===== src/rtl/eceg_ciphertext_rx.sv =====
// rtl/eceg_ciphertext_rx.sv - ECEG ciphertext link receiver: frame assembly, checksum check, point-pair handoff
module eceg_ciphertext_rx #(
    parameter int DATAWIDTH   = 16,
    parameter bit CHECKSUM_EN = 1'b1,
    parameter int CNT_W       = 8
) (
    input  logic                 clk,
    input  logic                 rst_n,
    input  logic [DATAWIDTH-1:0] s_data,
    input  logic                 s_sof,
    input  logic                 s_valid,
    output logic                 s_ready,
    output logic [DATAWIDTH-1:0] c1x_out,
    output logic [DATAWIDTH-1:0] c1y_out,
    output logic [DATAWIDTH-1:0] c2x_out,
    output logic [DATAWIDTH-1:0] c2y_out,
    output logic                 m_valid,
    input  logic                 m_ready,
    output logic                 err_frame,
    output logic                 err_chk,
    output logic [CNT_W-1:0]     frame_cnt
);

    typedef enum logic [2:0] {IDLE, GET_C1Y, GET_C2X, GET_C2Y, GET_CHK, HOLD} state_t;

    state_t               state_q, state_d;
    logic [DATAWIDTH-1:0] c1x_q, c1x_d, c1y_q, c1y_d, c2x_q, c2x_d, c2y_q, c2y_d;
    logic [DATAWIDTH-1:0] xor_q, xor_d;
    logic                 m_valid_q, m_valid_d;
    logic                 err_frame_q, err_frame_d;
    logic                 err_chk_q, err_chk_d;
    logic [CNT_W-1:0]     frame_cnt_q, frame_cnt_d;
    logic                 xfer;

    assign s_ready = (state_q != HOLD);
    assign xfer    = s_valid && s_ready;

    always_comb begin
        state_d     = state_q;
        c1x_d       = c1x_q;
        c1y_d       = c1y_q;
        c2x_d       = c2x_q;
        c2y_d       = c2y_q;
        xor_d       = xor_q;
        m_valid_d   = m_valid_q;
        frame_cnt_d = frame_cnt_q;
        err_frame_d = 1'b0;
        err_chk_d   = 1'b0;
        if (state_q == HOLD) begin
            if (m_valid_q && m_ready) begin
                m_valid_d   = 1'b0;
                frame_cnt_d = frame_cnt_q + CNT_W'(1);
                state_d     = IDLE;
            end
        end else if (xfer) begin
            // A start-of-frame word always restarts assembly; mid-frame it also flags the abandoned partial frame.
            if (s_sof) begin
                err_frame_d = (state_q != IDLE);
                c1x_d       = s_data;
                xor_d       = s_data;
                state_d     = GET_C1Y;
            end else begin
                case (state_q)
                    IDLE: err_frame_d = 1'b1;
                    GET_C1Y: begin
                        c1y_d   = s_data;
                        xor_d   = xor_q ^ s_data;
                        state_d = GET_C2X;
                    end
                    GET_C2X: begin
                        c2x_d   = s_data;
                        xor_d   = xor_q ^ s_data;
                        state_d = GET_C2Y;
                    end
                    GET_C2Y: begin
                        c2y_d = s_data;
                        xor_d = xor_q ^ s_data;
                        if (CHECKSUM_EN) begin
                            state_d = GET_CHK;
                        end else begin
                            state_d   = HOLD;
                            m_valid_d = 1'b1;
                        end
                    end
                    GET_CHK: begin
                        if (s_data == xor_q) begin
                            state_d   = HOLD;
                            m_valid_d = 1'b1;
                        end else begin
                            err_chk_d = 1'b1;
                            state_d   = IDLE;
                        end
                    end
                    default: state_d = IDLE;
                endcase
            end
        end
    end

    always_ff @(posedge clk or negedge rst_n) begin
        if (!rst_n) begin
            state_q     <= IDLE;
            c1x_q       <= '0;
            c1y_q       <= '0;
            c2x_q       <= '0;
            c2y_q       <= '0;
            xor_q       <= '0;
            m_valid_q   <= 1'b0;
            err_frame_q <= 1'b0;
            err_chk_q   <= 1'b0;
            frame_cnt_q <= '0;
        end else begin
            state_q     <= state_d;
            c1x_q       <= c1x_d;
            c1y_q       <= c1y_d;
            c2x_q       <= c2x_d;
            c2y_q       <= c2y_d;
            xor_q       <= xor_d;
            m_valid_q   <= m_valid_d;
            err_frame_q <= err_frame_d;
            err_chk_q   <= err_chk_d;
            frame_cnt_q <= frame_cnt_d;
        end
    end

    assign c1x_out   = c1x_q;
    assign c1y_out   = c1y_q;
    assign c2x_out   = c2x_q;
    assign c2y_out   = c2y_q;
    assign m_valid   = m_valid_q;
    assign err_frame = err_frame_q;
    assign err_chk   = err_chk_q;
    assign frame_cnt = frame_cnt_q;

endmodule


===== config.mk =====
export PLATFORM = sky130hd
export DESIGN_NAME = eceg_ciphertext_rx
export DESIGN_NICKNAME = d
export VERILOG_FILES = /design/src/rtl/eceg_ciphertext_rx.sv
export SDC_FILE = /design/constraint.sdc
export NUM_CORES = 1
export LEC_CHECK = 0
export ABC_AREA = 1
export CAP_MARGIN = 20
export CORE_MARGIN = 2
export CORE_UTILIZATION = 43
export DETAILED_ROUTE_END_ITERATION = 10
export GPL_TIMING_DRIVEN = 0
export MAX_ROUTING_LAYER = met4
export PLACE_DENSITY = 0.7
export SYNTH_ARGS = -nofsm -noshare
export SYNTH_HDL_FRONTEND = slang
export SYNTH_SLANG_ARGS = --single-unit

===== constraint.sdc =====
create_clock -name clk -period 4.9 [get_ports clk]
set_clock_uncertainty 0.2 [all_clocks]
set_input_delay 0.98 -clock clk [delete_from_list [all_inputs] [get_ports clk]]
set_output_delay 0.98 -clock clk [all_outputs]
set_load 0.02 [all_outputs]

==> key figures, run 1 <==
Hold path
  – Type of the most critical hold path: reg -> reg

Critical path
  – Worst setup SP type: flip-flop
  – Slowest cell delay on critical path: 0.57 ns
  – Setup crit end kind: primary output
  – Crit path required time: between 3 and 4 ns
  – Critical path type: reg -> out
  – Critical path arrival: 1.62 ns
  – Critical-path cell list: inv_2 > nand3_4 > clkdlybuf4s50_1
  – Largest delay share family, worst path: buffers and inverters
  – CP max stage cell: clkdlybuf4s50_1
  – Critical Path Fanout Max: 6
  – Worst path bufs/invs: 2

Logic synthesis
  – Commonest cells post-synth: nand2_1 (151), dfrtp_1 (94), o21ai_0 (58)
  – Most common cell in the synthesized netlist: nand2_1
  – Yosys reg bits: 94
  – Synth Warn #: 0
  – Netlist cell types: 25
  – EDFF count, synth: 0
  – Syn avg cell area: 8.50 µm²
  – Post-synth top area cell: dfrtp_1
  – Top-area cell type share of the netlist area: a little under three fifths
  – Syn_nets: 512
  – Sequential share of the synthesized area: 56.5%
  – Ranking of synthesized cells by area: dfrtp_1 (57%), nand2_1 (14%), o21ai_0 (7.0%)
  – Async SR Flop Fraction: 100%
  – Post-Syn Area: 4160 µm²
  – Top_reg_cell synth: dfrtp_1
  – Post-Synthesis Cells: 490

STA
  – Worst slew pin tran: just over 0.7 ns
  – RSZ-0062 raised after global routing: no
  – Setup-failing EPs final: 0
  – TNS Setup: 0 ns
  – Slew HR: 51.5%
  – Final worst path period need: 2.80 ns
  – Final hold violations: 0
  – Max-slew violations: 0
  – Fin worst setup slack: 2.10 ns
  – Fmax achieved: 357 MHz
  – Fin crit share: between 50% and 60%

Route
  – Routed Antenna Nets: 0
  – Via count: 3,637
  – DRT Wirelength: between 10 and 15 mm
  – DR vias/cell: 4.97
  – Drt drc: 0
  – WL per Instance: 15.0 µm
  – TritonRoute pass-1 iters: 4
  – DR iter-0 viols: 167

Finish
  – Ant diodes: 0
  – Register area: 2350 µm²
  – Area of the multi-input gates: 1520 µm²
  – Area delta synth->final: 32.5%
  – Fillcell total: 843
  – Final #Nets: 620
  – Share of post-route cells with drive strength above 1: 6.80%

GRT
  – First-pass GRT wire length: ~17 mm
  – GRT overflow: 0
  – Vias in the first global route: roughly 3,500
  – Initial antenna violation count: 0
  – Pin count of the biggest net entering global routing: 56
  – Tot GR Track Use: 22.3%

Floorplan
  – Die X: 102 µm
  – Core area: approximately 9300 µm²
  – Full die area: approximately 10,000 µm²
  – # rows: 35
  – Starting Density: 44.6%
  – # IOs: 97
  – Die height: about 100 µm

Pwr
  – LEAKAGE: 2.63 nW
  – Power per cell area: 590 nW/µm²
  – Max VDD drop: 0.000206 V

Clocking
  – PostCTS Resize Cnt: 0
  – Setup repair bufs after CTS: 0
  – Clock Root Buffer: clkbuf_8
  – Maximum clock insertion buffer count: 2
  – CTS Hold Bufs: 0
  – H-Tree Depth: 3
  – Total CTS buffers: 9
  – CTS tree: yes
  – Sink Count: 94
  – Clock latency on the worst-skew pair: 0.37 ns
  – Clock slew at reported path FFs: approximately 0.11 ns

Placed design
  – Pre-CTS setup slack: 1.98 ns
  – Buffers on Ports: 96
  – Placer Congestion: 0.902
  – Hpwl dp: 8.24 mm

Run
  – Max_cap viols: 0

Run status
  – Status: completed
cell usage in the layout (no fill, tap or decap), drive strengths merged:
cell type and instances:
clkinvlp 2, dfrtp 94, xnor2 6, o21ai 66
clkdlybuf4s50 95, nand2 153, buf 14, clkbuf 16
nor2 37, o211ai 15, nand3 15, nor3 5
nand4 2, inv 56, ha 1, xor2 4
clkinv 1, bufinv 1, a21oi 20
cells by family after synthesis:
logic type / synth area share, %
and+or+nand+nor: 21.1
xor gates and xnor gates: 2.10
adders and majority gates: 0.301
DFF: 56.5
buffers and inverters: 6.97
AOI/OAI and AO/OA: 13.0
power breakdown:
| group | leakage (nW) | switching, mW | total, mW | internal [mW] |
|---|---|---|---|---|
| Clock | 0.101 | 0.307 | 0.554 | 0.247 |
| Combinational | 1.37 | 0.813 | 1.44 | 0.624 |
| Sequential | 1.16 | 0.194 | 1.27 | 1.07 |
cell type report:
cell class              instances  share of cell area [%]
plain buffers                  19                    1.66
clock buffers                   9                    2.25
clock inverters                 7                    1.63
inverters                      53                    3.61
multi-input cells             324                    27.6
flip-flops and latches         94                    42.6
well taps                     129                    2.93
repair buffers                 97                    17.7
state kept, by name, summed over array words and instances (netlist names):
signal     cells
state_q        3
frame_cnt      8
xor_q         16
c1x_out       16
err_frame      1
c2y_out       16
m_valid        1
c1y_out       16
c2x_out       16
err_chk        1
path summary, 6_finish.rpt:
| path | from | cells after the start | endpoint | slack (ns) |
|---|---|---|---|---|
| worst max-delay path | state_q[1]$_DFFE_PN0P_ | 3 | s_ready | 2.10 |
| worst min-delay path | frame_cnt[7]$_DFFE_PN0P_ | 1 | frame_cnt[7]$_DFFE_PN0P_ | 0.29 |
| min in group asynchronous | rst_n | 1 | xor_q[10]$_DFFE_PN0P_ | 0.46 |
| worst max register to register | state_q[1]$_DFFE_PN0P_ | 7 | c1y_out[6]$_DFFE_PN0P_ | 2.91 |
| worst min register to register | frame_cnt[7]$_DFFE_PN0P_ | 1 | frame_cnt[7]$_DFFE_PN0P_ | 0.29 |
| max in group asynchronous | rst_n | 2 | c2x_out[14]$_DFFE_PN0P_ | 3.37 |
metrics by stage:
stage / utilization [%] / power [mW] / instances / area, µm² / hold slack, ns
after floorplan: - / 2.05 / 490 / 4160 / 0.311
after global placement: 56.7 / 2.68 / 715 / 5290 / 0.264
after detailed placement: 56.8 / 2.72 / 716 / 5300 / 0.273
after CTS: 59.1 / 3.27 / 732 / 5520 / 0.292
after global routing: 59.1 / 3.48 / 732 / 5520 / 0.303
final: 59.1 / 3.26 / 732 / 5520 / 0.291
per-layer routing:
layer | track usage, % | routed length (µm)
met1 | 29.7 | 5060
met2 | 36.5 | 5340
met3 | 2.53 | 435
met4 | 6.36 | 113
met5 | - | 0
Note: power is estimated with default switching activity, not from simulation.
==> run 2, diff against run 1 <==
--- a/config.mk
+++ b/config.mk
@@ -12,7 +12,7 @@
 export DETAILED_ROUTE_END_ITERATION = 10
 export GPL_TIMING_DRIVEN = 0
 export MAX_ROUTING_LAYER = met4
-export PLACE_DENSITY = 0.7
+export PLACE_DENSITY = 0.73
 export SYNTH_ARGS = -nofsm -noshare
 export SYNTH_HDL_FRONTEND = slang
 export SYNTH_SLANG_ARGS = --single-unit
==> constraint.sdc (replaced) <==
create_clock -name clk -period 2.3 [get_ports clk]
set_clock_uncertainty 0.2 [all_clocks]
set_input_delay 0.46 -clock clk [delete_from_list [all_inputs] [get_ports clk]]
set_output_delay 0.46 -clock clk [all_outputs]
set_load 0.02 [all_outputs]
==> key figures, run 2 (synthesis gave the netlist of run 1 again) <==
Run status
  – Status: completed (unchanged)

GRT
  – Pin count of the biggest net entering global routing: 66 (was 56)
  – First-pass GRT wire length: 17.3 mm (was 17.4 mm)
  – GRT overflow: 0 (unchanged)
  – Vias in the first global route: 3,523 (was 3,538)
  – Tot GR Track Use: 22.4% (was 22.3%)
  – Initial antenna violation count: 0 (unchanged)

Finish
  – Most frequent cells in the layout: nand2_1 (151), dfrtp_1 (94), clkdlybuf4s50_1 (94), o21ai_0 (58), inv_1 (50) (was nand2_1 (151), clkdlybuf4s50_1 (95), dfrtp_1 (94), o21ai_0 (58), inv_1 (50))
  – Ant diodes: 0 (unchanged)
  – Most common cell after layout, fill and taps aside: nand2_1 (unchanged)
  – Final instance area: 5530 µm² (was 5520 µm²)
  – Final #Nets: 621 (was 620)
  – Fillcell total: 826 (was 843)
  – Share of post-route cells with drive strength above 1: 6.79% (was 6.80%)
  – Area delta synth->final: 32.9% (was 32.5%)
  – Finished Layout Cells: 733 (was 732)

Hold path
  – Type of the most critical hold path: reg -> reg (unchanged)

Floorplan
  – # IOs: 97 (unchanged)
  – Core area: 9330 µm² (unchanged)
  – Full die area: 10,500 µm² (unchanged)
  – Starting Density: 44.6% (unchanged)
  – Die height: 102 µm (unchanged)
  – # rows: 35 (unchanged)
  – Die X: 102 µm (unchanged)

Clocking
  – Maximum clock insertion buffer count: 2 (unchanged)
  – H-Tree Depth: 3 (unchanged)
  – CTS tree: yes (unchanged)
  – Total CTS buffers: 9 (unchanged)
  – Sink Count: 94 (unchanged)
  – Clock slew at reported path FFs: 0.10 ns (was 0.11 ns)
  – Setup repair bufs after CTS: 0 (unchanged)
  – Clock Root Buffer: clkbuf_8 (unchanged)
  – Clock latency on the worst-skew pair: 0.36 ns (was 0.37 ns)

Placed design
  – Placement Cell Area: 5310 µm² (was 5300 µm²)
  – Pre-CTS setup slack: -0.141 ns (was 1.98 ns)
  – Buffers on Ports: 96 (unchanged)
  – Placer Congestion: 0.881 (was 0.902)
  – Hpwl dp: 8.25 mm (was 8.24 mm)
  – Placed cells: 716 (unchanged)

Critical path
  – Worst setup endpoint: frame_cnt[4] (was s_ready)
  – Critical Path Fanout Max: 4 (was 6)
  – Worst R2R Start: state_q[0]$_DFFE_PN0P_ (was state_q[1]$_DFFE_PN0P_)
  – Largest delay share family, worst path: buffers and inverters (unchanged)
  – Worst path bufs/invs: 1 (was 2)
  – R2R setup slack: 0.32 ns (was 2.91 ns)
  – Worst setup SP type: flip-flop (unchanged)
  – Crit path required time: 1.64 ns (was 3.72 ns)
  – Worst Setup SP: frame_cnt[4]$_DFFE_PN0P_ (was state_q[1]$_DFFE_PN0P_)
  – FF-to-FF path depth: 5 (was 7)
  – FF-to-FF End: xor_q[7]$_DFFE_PN0P_ (was c1y_out[6]$_DFFE_PN0P_)
  – CP max stage cell: clkdlybuf4s50_1 (unchanged)
  – Critical-path cell list: clkdlybuf4s50_1 (was inv_2 > nand3_4 > clkdlybuf4s50_1)
  – Critical path type: reg -> out (unchanged)
  – Slowest cell delay on critical path: 0.64 ns (was 0.57 ns)
  – Critical path arrival: 1.43 ns (was 1.62 ns)
  – Setup crit end kind: primary output (unchanged)
  – Crit path depth: 1 (was 3)

Route
  – Routed Antenna Nets: 0 (unchanged)
  – WL per Instance: 14.6 µm (was 15.0 µm)
  – DR vias/cell: 4.99 (was 4.97)
  – DRT Wirelength: 10.7 mm (was 10.9 mm)
  – TritonRoute pass-1 iters: 4 (unchanged)
  – DR iter-0 viols: 175 (was 167)
  – Drt drc: 0 (unchanged)
  – Via count: 3,657 (was 3,637)

Pwr
  – Seq pwr share: 39.1% (was 38.8%)
  – Internal: 4.14 mW (was 1.94 mW)
  – Clock Power Share: 16.9% (was 17.0%)
  – Comb pwr share: 44.0% (was 44.1%)
  – Psw: 2.78 mW (was 1.31 mW)
  – Max VDD drop: 0.000507 V (was 0.000206 V)
  – LEAKAGE: 2.65 nW (was 2.63 nW)
  – Total power draw: 6.93 mW (was 3.26 mW)
  – Net Sw Frac: 40.2% (was 40.3%)
  – Power per cell area: 1250 nW/µm² (was 590 nW/µm²)

STA
  – Worst slew pin tran: 0.511 ns (was 0.728 ns)
  – Final hold violations: 0 (unchanged)
  – Setup-failing EPs final: 0 (unchanged)
  – Final worst path period need: 2.09 ns
  – Max-slew violations: 0 (unchanged)
  – Fmax achieved: 479 MHz
  – Worst hold margin: 0.281 ns (was 0.291 ns)
  – Slew HR: 65.9% (was 51.5%)
  – RSZ-0062 raised after global routing: no (unchanged)
  – Fin worst setup slack: 0.212 ns (was 2.10 ns)
  – Fin crit share: around 91%

Run
  – Max_cap viols: 0 (unchanged)
==> run 2: cell type report <==
cell class | count | area [µm²] | area share [%]
timing repair buffer | 98 | 998 | 18.0
sequential | 94 | 2350 | 42.5
clock inverter | 7 | 87.6 | 1.58
clock buffer | 9 | 124 | 2.24
inverter | 53 | 199 | 3.59
buffer | 19 | 91.3 | 1.65
multi-input combinational | 324 | 1520 | 27.5
tap | 129 | 161 | 2.92
==> run 2: worst reg2reg max path, stage by stage (launching register included) <==
cell and delay, ns:
dfrtp_1 0.47, nand3_4 0.16, nand3_1 0.25, nand2_1 0.23
clkbuf_1 0.39, o21ai_0 0.16
==> run 2: routing by layer <==
metal | share of wire (%) | global-route usage, % | wire length, µm | vias to the layer above
li1 | - | - | - | 1781
met1 | 45 | 29.8 | 4790 | 1756
met2 | 49 | 35.6 | 5210 | 110
met3 | 5.4 | 3.63 | 578 | 10
met4 | 1.4 | 6.67 | 145 | 0
met5 | 0 | - | 0 | -
==> run 2: repair_timing <==
item	CTS	global route
setup endpoints to repair	0	1
endpoints found under the hold margin	29	0
hold buffers	1	0
gates resized for setup	0	1
==> run 2: worst min-delay path by stage <==
| stage | start | end | slack, ns | cells past startpoint |
|---|---|---|---|---|
| 2_1_floorplan | rst_n | c1x_out[0]$_DFFE_PN0P_ | -0.04 | 0 |
| 3_3_place_gp | frame_cnt[7]$_DFFE_PN0P_ | frame_cnt[7]$_DFFE_PN0P_ | 0.26 | 1 |
| 3_5_place_dp | rst_n | frame_cnt[7]$_DFFE_PN0P_ | 0.23 | 1 |
| 4_1_cts | frame_cnt[7]$_DFFE_PN0P_ | frame_cnt[7]$_DFFE_PN0P_ | 0.28 | 1 |
| 5_1_grt | frame_cnt[7]$_DFFE_PN0P_ | frame_cnt[7]$_DFFE_PN0P_ | 0.29 | 1 |
| 6_report | frame_cnt[7]$_DFFE_PN0P_ | frame_cnt[7]$_DFFE_PN0P_ | 0.28 | 1 |
==> run 2: power groups by stage <==
stage / registers, mW / clock network, mW / logic [mW]
CTS: 2.71 / 1.20 / 3.07
floorplan: 3.24 / 0 / 1.13
global route: 2.79 / 1.25 / 3.36
detailed placement: 2.74 / 0 / 3.06
global placement: 2.71 / 0 / 2.98
finish: 2.71 / 1.17 / 3.05
==> run 2: through the flow <==
step,utilization (%),TNS (ns)
floorplan,-,0
global placement,56.7,-269.17
detailed placement,56.9,-1.09
CTS,59.3,0
global route,59.3,0
finish,59.3,0
==> run 3, diff against run 2 <==
--- a/config.mk
+++ b/config.mk
@@ -13,6 +13,7 @@
 export GPL_TIMING_DRIVEN = 0
 export MAX_ROUTING_LAYER = met4
 export PLACE_DENSITY = 0.73
+export SETUP_SLACK_MARGIN = 0.15
 export SYNTH_ARGS = -nofsm -noshare
 export SYNTH_HDL_FRONTEND = slang
 export SYNTH_SLANG_ARGS = --single-unit
==> key figures, run 3 (synthesis gave the netlist of run 1 again) <==
Clocking
  – Total CTS buffers: 9 (unchanged)
  – Maximum clock insertion buffer count: 2 (unchanged)
  – CTS tree: yes (unchanged)
  – H-Tree Depth: 3 (unchanged)
  – Clock Root Buffer: clkbuf_8 (unchanged)
  – Clock latency on the worst-skew pair: 0.36 ns (about the same)
  – Clock slew at reported path FFs: 0.10 ns (about the same)
  – Sink Count: 94 (unchanged)

Route
  – Drt drc: 0 (unchanged)
  – Via count: 3,655 (was 3,657)
  – TritonRoute pass-1 iters: 4 (unchanged)
  – DR iter-0 viols: 174 (was 175)
  – WL per Instance: 14.6 µm (about the same)
  – DRT Wirelength: 10.7 mm (about the same)
  – DR vias/cell: 4.99 (about the same)
  – Routed Antenna Nets: 0 (unchanged)

Critical path
  – Setup crit end kind: primary output (unchanged)
  – R2R setup slack: 0.33 ns (was 0.32 ns)
  – Largest delay share family, worst path: buffers and inverters (unchanged)
  – Slowest cell delay on critical path: 0.64 ns (about the same)
  – Critical-path cell list: clkdlybuf4s50_1 (unchanged)
  – Worst setup SP type: flip-flop (unchanged)
  – Critical path arrival: 1.43 ns (about the same)
  – CP max stage cell: clkdlybuf4s50_1 (unchanged)
  – Worst path bufs/invs: 1 (unchanged)
  – Critical path type: reg -> out (unchanged)
  – Critical Path Fanout Max: 4 (unchanged)
  – Crit path required time: 1.64 ns (about the same)

STA
  – Final hold violations: 0 (unchanged)
  – Final worst path period need: 2.09 ns (about the same)
  – Max-slew violations: 0 (unchanged)
  – RSZ-0062 raised after global routing: no (unchanged)
  – Worst slew pin tran: 0.515 ns (was 0.511 ns)
  – Setup-failing EPs final: 0 (unchanged)
  – Slew HR: 65.7% (was 65.9%)
  – Fmax achieved: 479 MHz (about the same)
  – Fin worst setup slack: 0.212 ns (about the same)
  – Fin crit share: 90.8% (about the same)

Floorplan
  – Full die area: 10,500 µm² (unchanged)
  – Die height: 102 µm (unchanged)
  – Die X: 102 µm (unchanged)
  – Core area: 9330 µm² (unchanged)
  – # IOs: 97 (unchanged)
  – # rows: 35 (unchanged)
  – Starting Density: 44.6% (unchanged)

Pwr
  – Comb pwr share: 44.0% (about the same)
  – Seq pwr share: 39.1% (about the same)
  – Psw: 2.78 mW (about the same)
  – Clock Power Share: 16.9% (about the same)
  – Net Sw Frac: 40.2% (about the same)
  – Max VDD drop: 0.000507 V (about the same)
  – Power per cell area: 1250 nW/µm² (about the same)
  – LEAKAGE: 2.65 nW (about the same)
  – Internal: 4.15 mW (was 4.14 mW)

Run status
  – Status: completed (unchanged)

Finish
  – Final instance area: 5530 µm² (about the same)
  – Most frequent cells in the layout: nand2_1 (151), dfrtp_1 (94), clkdlybuf4s50_1 (94), o21ai_0 (58), inv_1 (50) (unchanged)
  – Most common cell after layout, fill and taps aside: nand2_1 (unchanged)
  – Ant diodes: 0 (unchanged)
  – Final #Nets: 621 (unchanged)
  – Area delta synth->final: 32.9% (about the same)
  – Core Util, Final: 59.3% (about the same)
  – Share of post-route cells with drive strength above 1: 6.95% (was 6.79%)

Placed design
  – Pre-CTS setup slack: -0.141 ns (unchanged)
  – Hpwl dp: 8.25 mm (unchanged)
  – Placer Congestion: 0.881 (unchanged)
  – Placement Cell Area: 5310 µm² (unchanged)
  – Buffers on Ports: 96 (unchanged)

GRT
  – Initial antenna violation count: 0 (unchanged)
  – First-pass GRT wire length: 17.3 mm (unchanged)
  – Vias in the first global route: 3,523 (unchanged)
  – Pin count of the biggest net entering global routing: 66 (unchanged)
  – Tot GR Track Use: 22.4% (unchanged)
  – GRT overflow: 0 (unchanged)

Hold path
  – Type of the most critical hold path: reg -> reg (unchanged)

Run
  – Max_cap viols: 0 (unchanged)
==> run 3: layout make-up <==
type / instances / area, µm²
Sequential cell: 94 / 2350
Timing Repair Buffer: 98 / 995
Fill cell: 824 / 3800
Clock buffer: 9 / 124
Buffer: 19 / 92.6
Tap cell: 129 / 161
Inverter: 53 / 199
Clock inverter: 7 / 87.6
Multi-Input combinational cell: 324 / 1520
==> run 3: repair_timing <==
action,CTS,global route
buffers inserted,0,0
gates resized for setup,1,2
endpoints found under the hold margin,29,0
hold buffers,1,0
pin swaps,0,0
setup endpoints to repair,1,3
==> run 3: per-layer routing <==
layer	vias up	GRT usage (%)	part of all wire (%)	wire length (µm)
met5	-	-	0	0
met3	10	3.63	5.3	568
met4	0	6.67	1.4	145
met2	106	35.6	49	5220
met1	1758	29.8	45	4800
li1	1781	-	-	-
==> run 3: power by group through the flow <==
stage                     Sequential [mW]  Combinational, mW  Clock (mW)
after global placement               2.71               2.98           0
after CTS                            2.71               3.07        1.20
after global routing                 2.79               3.37        1.25
after floorplan                      3.24               1.13           0
after detailed placement             2.74               3.06           0
final                                2.71               3.05        1.17
==> run 3: worst paths after layout <==
| check | end | from | cells after the start |
|---|---|---|---|
| max | frame_cnt[4] | frame_cnt[4]$_DFFE_PN0P_ | 1 |
| min | frame_cnt[7]$_DFFE_PN0P_ | frame_cnt[7]$_DFFE_PN0P_ | 1 |
| max reg2reg | c1y_out[12]$_DFFE_PN0P_ | state_q[1]$_DFFE_PN0P_ | 7 |
| min reg2reg | frame_cnt[7]$_DFFE_PN0P_ | frame_cnt[7]$_DFFE_PN0P_ | 1 |
| max in group asynchronous | xor_q[2]$_DFFE_PN0P_ | rst_n | 3 |
| min in group asynchronous | frame_cnt[7]$_DFFE_PN0P_ | rst_n | 2 |
==> run 3: worst register-to-register path, delay by kind of cell, from the launching register on <==
kind / cells / cell delay (ns)
simple gates: 4 / 0.48
compound gates: 1 / 0.17
buf+inv: 2 / 0.56
flops: 1 / 0.42
==> run 3: through the flow <==
step	total power [mW]	hold slack (ns)	instances	setup TNS [ns]
after floorplan	4.37	-0.0356	490	0
after global placement	5.69	0.260	715	-269.17
after detailed placement	5.80	0.231	716	-1.09
after CTS	6.98	0.284	733	0
after global routing	7.41	0.291	733	0
final	6.93	0.281	733	0
